File: src/rtl/id_ex_skid.sv
// Pipeline stage with a valid/ready handshake, an optional two-entry skid buffer and synchronous flush.
// Empty slots always hold NOP_PAYLOAD, so out_payload needs no masking when out_valid is low.
module id_ex_skid #(
    parameter int                   PAYLOAD_W   = 81,
    parameter logic [PAYLOAD_W-1:0] NOP_PAYLOAD = '0,
    parameter bit                   SKID        = 1'b1
) (
    input  logic                 clk,
    input  logic                 rst,
    input  logic                 flush,
    input  logic                 in_valid,
    output logic                 in_ready,
    input  logic [PAYLOAD_W-1:0] in_payload,
    output logic                 out_valid,
    input  logic                 out_ready,
    output logic [PAYLOAD_W-1:0] out_payload,
    output logic [1:0]           count
);

    // The encoding is {main valid, skid valid}; 2'b01 is never entered.
    typedef enum logic [1:0] {
        EMPTY = 2'b00,
        ONE   = 2'b10,
        TWO   = 2'b11
    } state_t;

    state_t                 state;
    state_t                 state_next;
    logic [PAYLOAD_W-1:0]   main_q;
    logic [PAYLOAD_W-1:0]   skid_q;
    logic                   main_valid;
    logic                   skid_valid;
    logic                   in_fire;
    logic                   out_fire;

    assign main_valid = state[1];
    assign skid_valid = state[0];
    assign in_fire    = in_valid & in_ready & ~flush;
    assign out_fire   = out_valid & out_ready;

    always_ff @(posedge clk) begin
        if (rst || flush) begin
            state <= EMPTY;
        end else begin
            state <= state_next;
        end
    end

    always_comb begin
        state_next = state;
        case (state)
            EMPTY: begin
                if (in_fire) begin
                    state_next = ONE;
                end
            end
            ONE: begin
                if (in_fire && !out_fire && SKID) begin
                    state_next = TWO;
                end else if (!in_fire && out_fire) begin
                    state_next = EMPTY;
                end
            end
            TWO: begin
                if (out_fire) begin
                    state_next = ONE;
                end
            end
            default: state_next = EMPTY;
        endcase
    end

    // With the skid buffer, in_ready is a pure state decode, so out_ready has no path to it.
    always_comb begin
        out_valid   = main_valid;
        out_payload = main_q;
        count       = {1'b0, main_valid} + {1'b0, skid_valid};
        if (SKID) begin
            in_ready = ~rst & ~skid_valid;
        end else begin
            in_ready = ~rst & (~main_valid | out_ready);
        end
    end

    always_ff @(posedge clk) begin
        if (rst || flush) begin
            main_q <= NOP_PAYLOAD;
            skid_q <= NOP_PAYLOAD;
        end else begin
            if (state_next == EMPTY) begin
                main_q <= NOP_PAYLOAD;
            end else if (state == TWO && out_fire) begin
                main_q <= skid_q;
            end else if (in_fire && (state == EMPTY || out_fire)) begin
                main_q <= in_payload;
            end

            if (state == TWO && out_fire) begin
                skid_q <= NOP_PAYLOAD;
            end else if (SKID && state == ONE && in_fire && !out_fire) begin
                skid_q <= in_payload;
            end
        end
    end

endmodule
File: config.mk
export PLATFORM = sky130hd
export DESIGN_NAME = id_ex_skid
export DESIGN_NICKNAME = d
export VERILOG_FILES = /design/src/rtl/id_ex_skid.sv
export SDC_FILE = /design/constraint.sdc
export NUM_CORES = 1
export LEC_CHECK = 0
export CORE_ASPECT_RATIO = 0.75
export CORE_UTILIZATION = 30
export CTS_BUF_LIST = sky130_fd_sc_hd__clkbuf_8
export CTS_CLUSTER_DIAMETER = 80
export DETAILED_ROUTE_END_ITERATION = 7
export GPL_TIMING_DRIVEN = 0
export SLEW_MARGIN = 20
export SYNTH_ARGS = -nofsm -noshare
export SYNTH_HDL_FRONTEND = slang
export SYNTH_SLANG_ARGS = --single-unit
export TNS_END_PERCENT = 1
File: constraint.sdc
create_clock -name clk -period 2.5 [get_ports clk]
set_input_delay 0.375 -clock clk [delete_from_list [all_inputs] [get_ports clk]]
set_output_delay 0.375 -clock clk [all_outputs]
set_load 0.005 [all_outputs]
# Yosys cells after proc, flatten, opt, wreduce, memory -nomap -nowiden
# Index checks and enable logic that the tools add are counted.
dict set report totals {
  regBits 164
  input_bits 86
  out_inout_bits 85
  word_cells 35
}
dict set report op_classes {
  addsub 1
  n_eq_ne 2
  n_mux 7
  bitwise 7
  n_reduce_logical 15
}
# operator n
set ops {}
lappend ops {{two-way mux 81 bit} 2}
lappend ops {{two-way mux 2 bit} 4}
lappend ops {{logical AND 1 bit} 6}
lappend ops {{one-hot mux 2 bit (3 select lines)} 1}
lappend ops {{bitwise AND 1 bit} 4}
lappend ops {{== test 2 bit (second input constant)} 2}
lappend ops {{logical NOT 2 bit} 2}
lappend ops {{OR reduction 2 bit} 2}
lappend ops {{NOT 1 bit} 3}
lappend ops {{adder 1 x 1 -> 2 bit} 1}
lappend ops {{logical NOT 1 bit} 2}
lappend ops {{logical OR 1 bit} 2}
lappend ops {{nonzero test 2 bit} 1}

# Depth between registers and ports, before layout
# Gate-level depths: netlist (run 1).
dict set report depth {
  depth_word 11
  ltp_mapped 8
  ltp_nobuf 6
}

# Least setup slack after synthesis (run 1)
# OpenSTA, ideal clock, no wires.
dict set report synth_path {
  path_type {flip-flop to flip-flop}
  from {register state[1]}
  to {register skid_q[0]}
  setup_ns 0.132
  arrival_ns 1.726
  required_ns 2.368
  path_slack_ns 0.641
  path_stages_with_launch 8
  path_buffers 3
  period_less_slack_ns 1.859
  path_cell_list {dfxtp_1 > ha_1 > and3_1 > clkbuf_1 > or3_1 > buf_2 > clkbuf_1 > a21oi_1}
}
dict set report synth_between {
  elab_chain_cells 3
  elab_cells_between_ends 8
  cone_classes {2 x eq/ne; 1 x bitwise; 5 x reduce/logical}
}
# element line_no
set synth_rtl {}
lappend synth_rtl {{start, declared} 27} ;# state_t state;
lappend synth_rtl {{start signal, assigned} 45} ;# state <= state_next;
lappend synth_rtl {{== test 2 bit, or another cell as far along} 98} ;# if (state == TWO && out_fire) begin
lappend synth_rtl {{logical AND 1 bit, or another cell as far along} 98}
lappend synth_rtl {{OR reduction 2 bit (no line) or logical AND 1 bit (tied branches)} -}
lappend synth_rtl {{end signal, assigned} 101} ;# skid_q <= in_payload;
lappend synth_rtl {{end, declared} 30} ;# logic [PAYLOAD_W-1:0] skid_q;
# Several ways; a longest one is shown, not always the timed one.
# A chain may end at the register's enable or synchronous reset.

# Final worst setup path (run 1)
dict set report layout_path {
  from {register state[1]}
  to {register main_q[37] (netlist: out_payload[37])}
}
dict set report layout_between {
  elab_chain_cells 7
  elab_cells_between_ends 19
  cone_classes {2 x eq/ne; 6 x mux; 1 x bitwise; 10 x reduce/logical}
}
# element line_no
set layout_rtl {}
lappend layout_rtl {{bitwise AND 1 bit} 39} ;# assign out_fire = out_valid & out_ready;
lappend layout_rtl {{logical AND 1 bit or logical NOT 1 bit (tied branches)} {60, 58}}
lappend layout_rtl {{two-way mux 2 bit or logical AND 1 bit (tied branches)} {60, 58}}
lappend layout_rtl {{two-way mux 2 bit} 58} ;# if (in_fire && !out_fire && SKID) begin
lappend layout_rtl {{one-hot mux 2 bit (3 select lines)} 51} ;# case (state)
lappend layout_rtl {{logical NOT 2 bit} 90} ;# if (state_next == EMPTY) begin
lappend layout_rtl {{OR reduction 2 bit (no line)} -}
lappend layout_rtl {{end signal, assigned} 93} ;# main_q <= skid_q;
lappend layout_rtl {{end signal, assigned} 95} ;# main_q <= in_payload;
lappend layout_rtl {{end, declared} 29} ;# logic [PAYLOAD_W-1:0] main_q;
# Several ways; a longest one is shown, not always the timed one.

==> impl_metrics.env, run 1 <==
export IMPL_ant_nets=0
export IMPL_cts_root_buffer="clkbuf_8"
export IMPL_power_mw=5.23
export IMPL_async_reset_ff_share_pct=0
export IMPL_synth_area_leaders="dfxtp_1, nand2_1, a211oi_1"
export IMPL_avgSynthCellArea_um2=8.56
export IMPL_ys_types=24
export IMPL_first_pass_iters=5
export IMPL_die_area_mm2=0.0222
export IMPL_yosysMostFrequentCell="dfxtp_1"
export IMPL_globalplace_congestion=0.765
export IMPL_grt_pass1_vias=5728
export IMPL_drt_wl_total_um=20600
export IMPL_fin_crit_sh_pct=95.6
export IMPL_critPathMaxStageDelay_ns=0.54
export IMPL_cp_max_fo=11
export IMPL_clk_latency_ns=0.46
export IMPL_clkSinkCount=164
export IMPL_drv_cap=0
export IMPL_fin_util_pct=42.6
export IMPL_min_period_ns=2.39
export IMPL_h_tree_depth=4
export IMPL_synth_area_mm2=0.00649
export IMPL_crit_type="register to register"
export IMPL_drt_iter0_drc=430
export IMPL_antenna_found_initial=0
export IMPL_holdBufCountCts=0
export IMPL_dp_hpwl_um=14300
export IMPL_multi_input_area_mm2=0.00286
export IMPL_syn_instance_count=758
export IMPL_n_antenna_cell=0
export IMPL_critPathSlowestCell="dfxtp_1"
export IMPL_crit_buf_inv=3
export IMPL_hp_start="skid_q[2]"
export IMPL_rows=46
export IMPL_ys_seq_elements=164
export IMPL_clock_path_buffers=2
export IMPL_rsz0062_at_grt="true"
export IMPL_yosysTopAreaCell="dfxtp_1"
export IMPL_tritoncts="yes"
export IMPL_startpoint_type="register"
export IMPL_cp_data_required_time_ns=2.82
export IMPL_synthTopCellsByCount="dfxtp_1, nand2_1, a21oi_1, o21ai_0"
export IMPL_drc=0
export IMPL_critPathTopFamily="buffers and inverters"
export IMPL_finClkSkew_ns=0.0151
export IMPL_worstPathArrival_ns=2.71
export IMPL_fin_area_mm2=0.00903
export IMPL_leakage_nw=2.68
export IMPL_via_count=6278
export IMPL_worstReg2RegStart="state[1]"
export IMPL_grt_pass1_wl_um=31700
export IMPL_status="complete, no violations"
export IMPL_worst_pin_slew_ns=0.714
export IMPL_drive_gt1_share_pct=7.29
export IMPL_relSlewSlack_pct=52.4
export IMPL_ys_flop_type="dfxtp_1"
export IMPL_hold_violations=0
export IMPL_die_h_um=129
export IMPL_clk_pin_slew_ns=0.09
export IMPL_timing_final_ws_setup_ns=0.109
export IMPL_place_area_mm2=0.00855
export IMPL_tns_ns=0
export IMPL_synth_nets=849
export IMPL_seqCellArea_mm2=0.00328
export IMPL_ys_seq_area_share_pct=50.6
export IMPL_grt_overflow=0
export IMPL_peakVddDrop_mv=0.250
export IMPL_power_density_mw_per_mm2=578
export IMPL_yosys_warnings=0
export IMPL_port_buffer_count=170
export IMPL_startpoint="state[1]"
export IMPL_wl_per_cell_um=16.5
export IMPL_cts_buffers=17
export IMPL_synth_top_cell_area_share_pct=50.6
export IMPL_nNetsFinal=1038
export IMPL_synth_edff_count=0
export IMPL_cp_cell_sequence="inv_1, ha_1, nand2b_1, a21oi_1, o211a_1, buf_2, clkbuf_1, a211oi_1"
export IMPL_grt_usage_pct=18.6
export IMPL_setup_viol=0
export IMPL_die_width_um=172
export IMPL_ios=171
export IMPL_fmax_mhz=418
export IMPL_post_place_ws_ns=-0.393
export IMPL_report_final_slew_viol_count=0
export IMPL_area_growth_synth_to_final_pct=39.2
export IMPL_hp_class="register to register"
export IMPL_avgViaCountPerCell=5.03
export IMPL_end_kind="register"
export IMPL_grt_max_degree=17
export IMPL_start_util_pct=30.6
export IMPL_fillers=2142
export IMPL_coreArea_mm2=0.0212
## through the flow
step           std cells  hold WS, ns
2_1_floorplan        758        0.436
3_3_place_gp        1216        0.441
3_5_place_dp        1216        0.446
4_1_cts             1248        0.459
5_1_grt             1248        0.467
6_report            1248        0.457
## final timing paths
check | end | slack (ns) | cells past startpoint
worst max-delay path | out_payload[37] | 0.11 | 8
worst min-delay path | skid_q[2] | 0.46 | 2
worst max register to register | out_payload[37] | 0.11 | 8
worst min register to register | skid_q[2] | 0.46 | 2
## per-layer routing
| layer | vias up | part of all wire, % | global-route usage, % |
|---|---|---|---|
| met1 | 2974 | 49 | 26.8 |
| met2 | 177 | 45 | 28.2 |
| met4 | 0 | 0.88 | 5.10 |
| met5 | - | 0 | 0 |
| li1 | 3113 | - | - |
| met3 | 14 | 5.1 | 3.63 |
## cells by family (layout without fill, tap and decap cells)
group,count (synthesis),in the layout,synth area share [%]
adder cells (fa/ha/maj),5,5,0.964
flip-flops,164,164,50.6
buffers and inverters,81,283,5.51
AO/OA/AOI/OAI,333,333,32.2
AND/OR/NAND/NOR,175,175,10.8
## placed cells by master (no fill, tap or decap), drive strengths merged
cell type      synthesis  final
clkinv                 0      4
dfxtp                164    164
and3                   2      2
buf                   27     27
a21oi                 83     83
and3b                  1      1
a21boi                 2      2
nand2                163    163
nor4b                  1      1
o21ai                 83     83
nand2b                 1      1
o211a                  1      1
inv                    3      8
a2bb2oi                1      1
nand3                  1      1
a211oi                81     81
o21a                   1      1
clkdlybuf4s50          0    170
or3                    2      2
nor2b                  1      1
a22oi                 81     81
clkinvlp               0      2
clkbuf                51     68
ha                     5      5
bufinv                 0      4
nor2                   3      3
## sequential cells by signal, indices dropped and copies added (netlist names)
signal and cells:
out_payload 81, skid_q 81, state 2
## worst register-to-register path, cell delays in order, from the launching register on
cell	delay (ns)
dfxtp_1	0.54
inv_1	0.12
ha_1	0.29
nand2b_1	0.17
a21oi_1	0.19
o211a_1	0.17
buf_2	0.26
clkbuf_1	0.43
a211oi_1	0.10
## report_power, final
group / internal [mW] / leakage (nW) / switching [mW] / total [mW]
Clock: 1.12 / 0.224 / 1.09 / 2.21
Sequential: 2.61 / 1.32 / 0.00362 / 2.62
Combinational: 0.185 / 1.13 / 0.214 / 0.398
## repair_timing
action | 4_1_cts | 5_1_grt
hold endpoints to repair | 0 | 0
setup endpoints to repair | 160 | 158
gates resized for setup | 2 | 16
pin swaps | 0 | 0
buffers inserted | 0 | 0
## cell type report
cell class / instances / area share [%]
buffer: 78 / 3.95
clock buffer: 17 / 2.59
clock inverter: 15 / 2.47
inverter: 3 / 0.125
multi-input combinational: 513 / 31.7
sequential: 164 / 36.3
tap: 288 / 3.99
timing repair buffer: 170 / 18.8
Note: power is estimated with default switching activity, not from simulation.
==> run 2: changes to the inputs <==
--- a/config.mk
+++ b/config.mk
@@ -10,7 +10,6 @@
 export CTS_BUF_LIST = sky130_fd_sc_hd__clkbuf_8
 export CTS_CLUSTER_DIAMETER = 80
 export DETAILED_ROUTE_END_ITERATION = 7
-export GPL_TIMING_DRIVEN = 0
 export SLEW_MARGIN = 20
 export SYNTH_ARGS = -nofsm -noshare
 export SYNTH_HDL_FRONTEND = slang
==> run 2 against run 1 <==
Design area down 1.9%. Routed wire length down 2.5%. Worst hold slack worse by 0.0014 ns. Setup slack better by 0.11 ns. Clock skew up 0.0019 ns. Critical endpoint is now out_payload[35]. Largest power group unchanged.
==> impl_metrics.env, run 2 (synthesis results as in run 1) <==
export IMPL_cts_buffers=17
export IMPL_hp_class="register to register"
export IMPL_place_area_mm2=0.00852
export IMPL_seqPwrFrac_pct=55.4
export IMPL_report_final_slew_viol_count=0
export IMPL_fin_area_mm2=0.00886
export IMPL_grt_pass1_wl_um=32000
export IMPL_peakVddDrop_mv=0.338
export IMPL_relSlewSlack_pct=27.9
export IMPL_area_growth_synth_to_final_pct=36.5
export IMPL_h_tree_depth=4
export IMPL_clk_pin_slew_ns=0.08
export IMPL_die_h_um=129
export IMPL_start_util_pct=30.6
export IMPL_fin_cells=1187
export IMPL_crit_type="register to register"
export IMPL_reg2reg_setup_slack_ns=0.22
export IMPL_avgViaCountPerCell=5.15
export IMPL_cts_setup_buffers=0
export IMPL_clock_path_buffers=2
export IMPL_hold_violations=0
export IMPL_rsz0062_at_grt="false"
export IMPL_cts_root_buffer="clkbuf_8"
export IMPL_grt_usage_pct=18.4
export IMPL_ant_nets=0
export IMPL_globalplace_congestion=0.718
export IMPL_fin_crit_sh_pct=91.2
export IMPL_drt_wl_total_um=20100
export IMPL_clkSinkCount=164
export IMPL_coreArea_mm2=0.0212
export IMPL_finClkSkew_ns=0.0170
export IMPL_whs_ns=0.456
export IMPL_cp_data_required_time_ns=2.85
export IMPL_drive_gt1_share_pct=6.35
export IMPL_drt_iter0_drc=529
export IMPL_ctsResizeCount=0
export IMPL_grt_pass1_vias=5938
export IMPL_dp_hpwl_um=11900
export IMPL_internal_power_mw=3.49
export IMPL_dpl_cell_count=1154
export IMPL_swShare_pct=26.1
export IMPL_antenna_found_initial=2
export IMPL_worstPathArrival_ns=2.63
export IMPL_clock_power_share_pct=36.1
export IMPL_power_mw=4.73
export IMPL_setup_viol=0
export IMPL_critPathSlowestCell="a21boi_4"
export IMPL_fin_util_pct=41.8
export IMPL_rows=46
export IMPL_timing_final_ws_setup_ns=0.221
export IMPL_cp_cell_sequence="inv_1, ha_1, a21boi_4, buf_12, o21ai_0, a211oi_1"
export IMPL_die_width_um=172
export IMPL_min_period_ns=2.28
export IMPL_final_common_cell="clkdlybuf4s50_1"
export IMPL_critPathMaxStageDelay_ns=0.59
export IMPL_drv_cap=0
export IMPL_startpoint_type="register"
export IMPL_first_pass_iters=5
export IMPL_grt_overflow=0
export IMPL_clk_latency_ns=0.45
export IMPL_ios=171
export IMPL_worst_pin_slew_ns=1.08
export IMPL_leakage_nw=2.54
export IMPL_power_density_mw_per_mm2=533
export IMPL_grt_max_degree=84
export IMPL_switching_power_mw=1.23
export IMPL_tritoncts="yes"
export IMPL_drc=0
export IMPL_end_kind="register"
export IMPL_via_count=6116
export IMPL_die_area_mm2=0.0222
export IMPL_combPwrFrac_pct=8.5
export IMPL_port_buffer_count=170
export IMPL_post_place_ws_ns=0.0132
export IMPL_status="complete, no violations"
export IMPL_wl_per_cell_um=16.9
export IMPL_cp_max_fo=37
export IMPL_tns_ns=0
export IMPL_holdBufCountCts=0
export IMPL_nNetsFinal=976
export IMPL_fmax_mhz=439
export IMPL_final_cell_mix="clkdlybuf4s50_1, dfxtp_1, nand2_1"
run 2: layer usage:
metal	global-route usage [%]	up-vias	wire [um]
li1	-	2991	-
met1	24.9	2924	9670
met2	29.4	187	8970
met3	4.76	12	1230
met4	4.53	2	167
met5	0	-	13
run 2: worst paths after layout:
check	startpoint	to	depth (start not counted)
worst max register to register	state[1]	out_payload[35]	6
worst max-delay path	state[1]	out_payload[35]	6
worst min-delay path	skid_q[75]	skid_q[75]	2
worst min register to register	skid_q[75]	skid_q[75]	2
run 2: area by class of cell:
cell class                      instances  area, um^2
Inverter                                3        11.3
Tap cell                              288         360
Clock buffer                           17         234
Antenna cell                            1        2.50
Timing Repair Buffer                  186        1950
Sequential cell                       164        3280
Fill cell                            2180       12300
Multi-Input combinational cell        513        2920
Clock inverter                         15         108
run 2: critical path, delay by kind of cell (launching register included):
kind / cells / cell delay [ns]
flip-flops: 1 / 0.54
adder cells (fa/ha/maj): 1 / 0.29
buffers and inverters: 2 / 0.40
AO/OA/AOI/OAI: 3 / 0.95
run 2: power by group through the flow:
| stage | sequential (mW) | clock, mW | combinational (mW) |
|---|---|---|---|
| 3_3_place_gp | 2.68 | 0 | 0.402 |
| 2_1_floorplan | 2.68 | 0 | 0.149 |
| 6_report | 2.62 | 1.71 | 0.400 |
| 4_1_cts | 2.62 | 1.76 | 0.402 |
| 5_1_grt | 2.62 | 1.87 | 0.428 |
| 3_5_place_dp | 2.68 | 0 | 0.401 |
==> run 3: changes to the inputs <==
--- a/config.mk
+++ b/config.mk
@@ -10,6 +10,7 @@
 export CTS_BUF_LIST = sky130_fd_sc_hd__clkbuf_8
 export CTS_CLUSTER_DIAMETER = 80
 export DETAILED_ROUTE_END_ITERATION = 7
+export REMOVE_ABC_BUFFERS = 1
 export SLEW_MARGIN = 20
 export SYNTH_ARGS = -nofsm -noshare
 export SYNTH_HDL_FRONTEND = slang
==> run 3 against run 2 <==
Clock skew decreased by 0.0064 ns. Combinational power up 1%. Core utilization up 0.38 points. Critical path depth fell by 4. First-iteration DRC count decreased by 18%. Global-route usage fell by 0.28 points. Flip-flop and latch count unchanged. Sequential power about the same. Final cell count is essentially flat. Non-clock buffer count grew 2. Critical endpoint is now count[1]. Highest routed layer is now met4.
==> impl_metrics.env, run 3 (synthesis results as in run 1) <==
export IMPL_status="complete, no violations"
export IMPL_clock_path_buffers=2
export IMPL_fmax_mhz=440
export IMPL_final_cell_mix="clkdlybuf4s50_1, dfxtp_1, nand2_1"
export IMPL_wl_per_cell_um=17.0
export IMPL_clock_power_share_pct=40.3
export IMPL_finClkSkew_ns=0.0107
export IMPL_cts_buffers=17
export IMPL_internal_power_mw=3.82
export IMPL_nNetsFinal=978
export IMPL_place_area_mm2=0.00853
export IMPL_clk_pin_slew_ns=0.09
export IMPL_grt_max_degree=82
export IMPL_critPathMaxStageDelay_ns=0.56
export IMPL_ios=171
export IMPL_seqPwrFrac_pct=51.7
export IMPL_port_buffer_count=170
export IMPL_fin_cells=1188
export IMPL_fillers=2115
export IMPL_avgViaCountPerCell=5.15
export IMPL_fin_area_mm2=0.00894
export IMPL_ctsResizeCount=0
export IMPL_post_place_ws_ns=0.0828
export IMPL_worst_pin_slew_ns=0.803
export IMPL_rows=46
export IMPL_combPwrFrac_pct=8.0
export IMPL_grt_pass1_vias=5525
export IMPL_antenna_found_initial=0
export IMPL_cts_setup_buffers=0
export IMPL_startpoint_type="register"
export IMPL_min_period_ns=2.27
export IMPL_tritoncts="yes"
export IMPL_drt_iter0_drc=432
export IMPL_power_density_mw_per_mm2=566
export IMPL_worstPathArrival_ns=1.90
export IMPL_clk_latency_ns=0.45
export IMPL_coreArea_mm2=0.0212
export IMPL_cts_root_buffer="clkbuf_8"
export IMPL_relSlewSlack_pct=46.3
export IMPL_dp_hpwl_um=11700
export IMPL_area_growth_synth_to_final_pct=37.8
export IMPL_tns_ns=0
export IMPL_first_pass_iters=5
export IMPL_drc=0
export IMPL_hp_class="register to register"
export IMPL_seqCellArea_mm2=0.00328
export IMPL_leakage_nw=2.60
export IMPL_via_count=6114
export IMPL_whs_ns=0.456
export IMPL_grt_overflow=0
export IMPL_timing_final_ws_setup_ns=0.226
export IMPL_final_common_cell="clkdlybuf4s50_1"
export IMPL_fin_util_pct=42.2
export IMPL_end_kind="primary output"
export IMPL_cp_data_required_time_ns=2.12
export IMPL_setup_viol=0
export IMPL_peakVddDrop_mv=0.281
export IMPL_report_final_slew_viol_count=0
export IMPL_power_mw=5.06
export IMPL_rsz0062_at_grt="false"
export IMPL_crit_type="register to primary output"
export IMPL_globalplace_congestion=0.742
export IMPL_drt_wl_total_um=20200
export IMPL_holdBufCountCts=0
export IMPL_die_width_um=172
export IMPL_cp_cell_sequence="ha_1, clkdlybuf4s50_1"
export IMPL_switching_power_mw=1.24
export IMPL_n_antenna_cell=0
export IMPL_clkSinkCount=164
export IMPL_ant_nets=0
export IMPL_swShare_pct=24.5
export IMPL_cp_max_fo=7
export IMPL_critPathSlowestCell="clkdlybuf4s50_1"
export IMPL_grt_usage_pct=18.2
export IMPL_h_tree_depth=4
export IMPL_dpl_cell_count=1156
export IMPL_grt_pass1_wl_um=31200
export IMPL_hold_violations=0
export IMPL_drv_cap=0
export IMPL_drive_gt1_share_pct=6.33
export IMPL_multi_input_area_mm2=0.00290
export IMPL_die_area_mm2=0.0222
export IMPL_die_h_um=129
export IMPL_start_util_pct=30.6
export IMPL_fin_crit_sh_pct=91.0
==> run 3: worst max-delay path: cells and delay by family (launching register included) <==
| family | cells | cell delay, ns |
|---|---|---|
| adders and majority gates | 1 | 0.38 |
| buffers and inverters | 1 | 0.56 |
| DFF | 1 | 0.51 |
==> run 3: area by class of cell <==
cell class	count	area share [%]
clock buffer	18	2.77
clock inverter	14	1.80
inverter	3	0.126
multi-input combinational	513	32.5
sequential	164	36.7
tap	288	4.03
timing repair buffer	188	22.1
==> run 3: metal layers <==
layer | track usage [%] | vias up | part of all wire [%]
met5 | 0 | - | 0
met4 | 4.53 | 0 | 0.82
met3 | 5.07 | 15 | 7.7
met2 | 27.3 | 196 | 44
met1 | 25.5 | 2921 | 47
li1 | - | 2982 | -
==> run 3: power groups by stage <==
stage | sequential, mW | combinational, mW | clock, mW
after global placement | 2.68 | 0.406 | 0
final | 2.62 | 0.404 | 2.04
after global routing | 2.62 | 0.432 | 2.23
after floorplan | 2.68 | 0.118 | 0
after CTS | 2.62 | 0.406 | 2.09
after detailed placement | 2.68 | 0.404 | 0
==> run 3: final timing paths <==
kind	cells past startpoint	to	slack, ns	startpoint
setup / recovery	2	count[1]	0.23	state[0]
hold / removal	2	skid_q[75]	0.46	skid_q[75]
setup reg to reg	7	out_payload[59]	0.29	state[0]
hold reg to reg	2	skid_q[75]	0.46	skid_q[75]
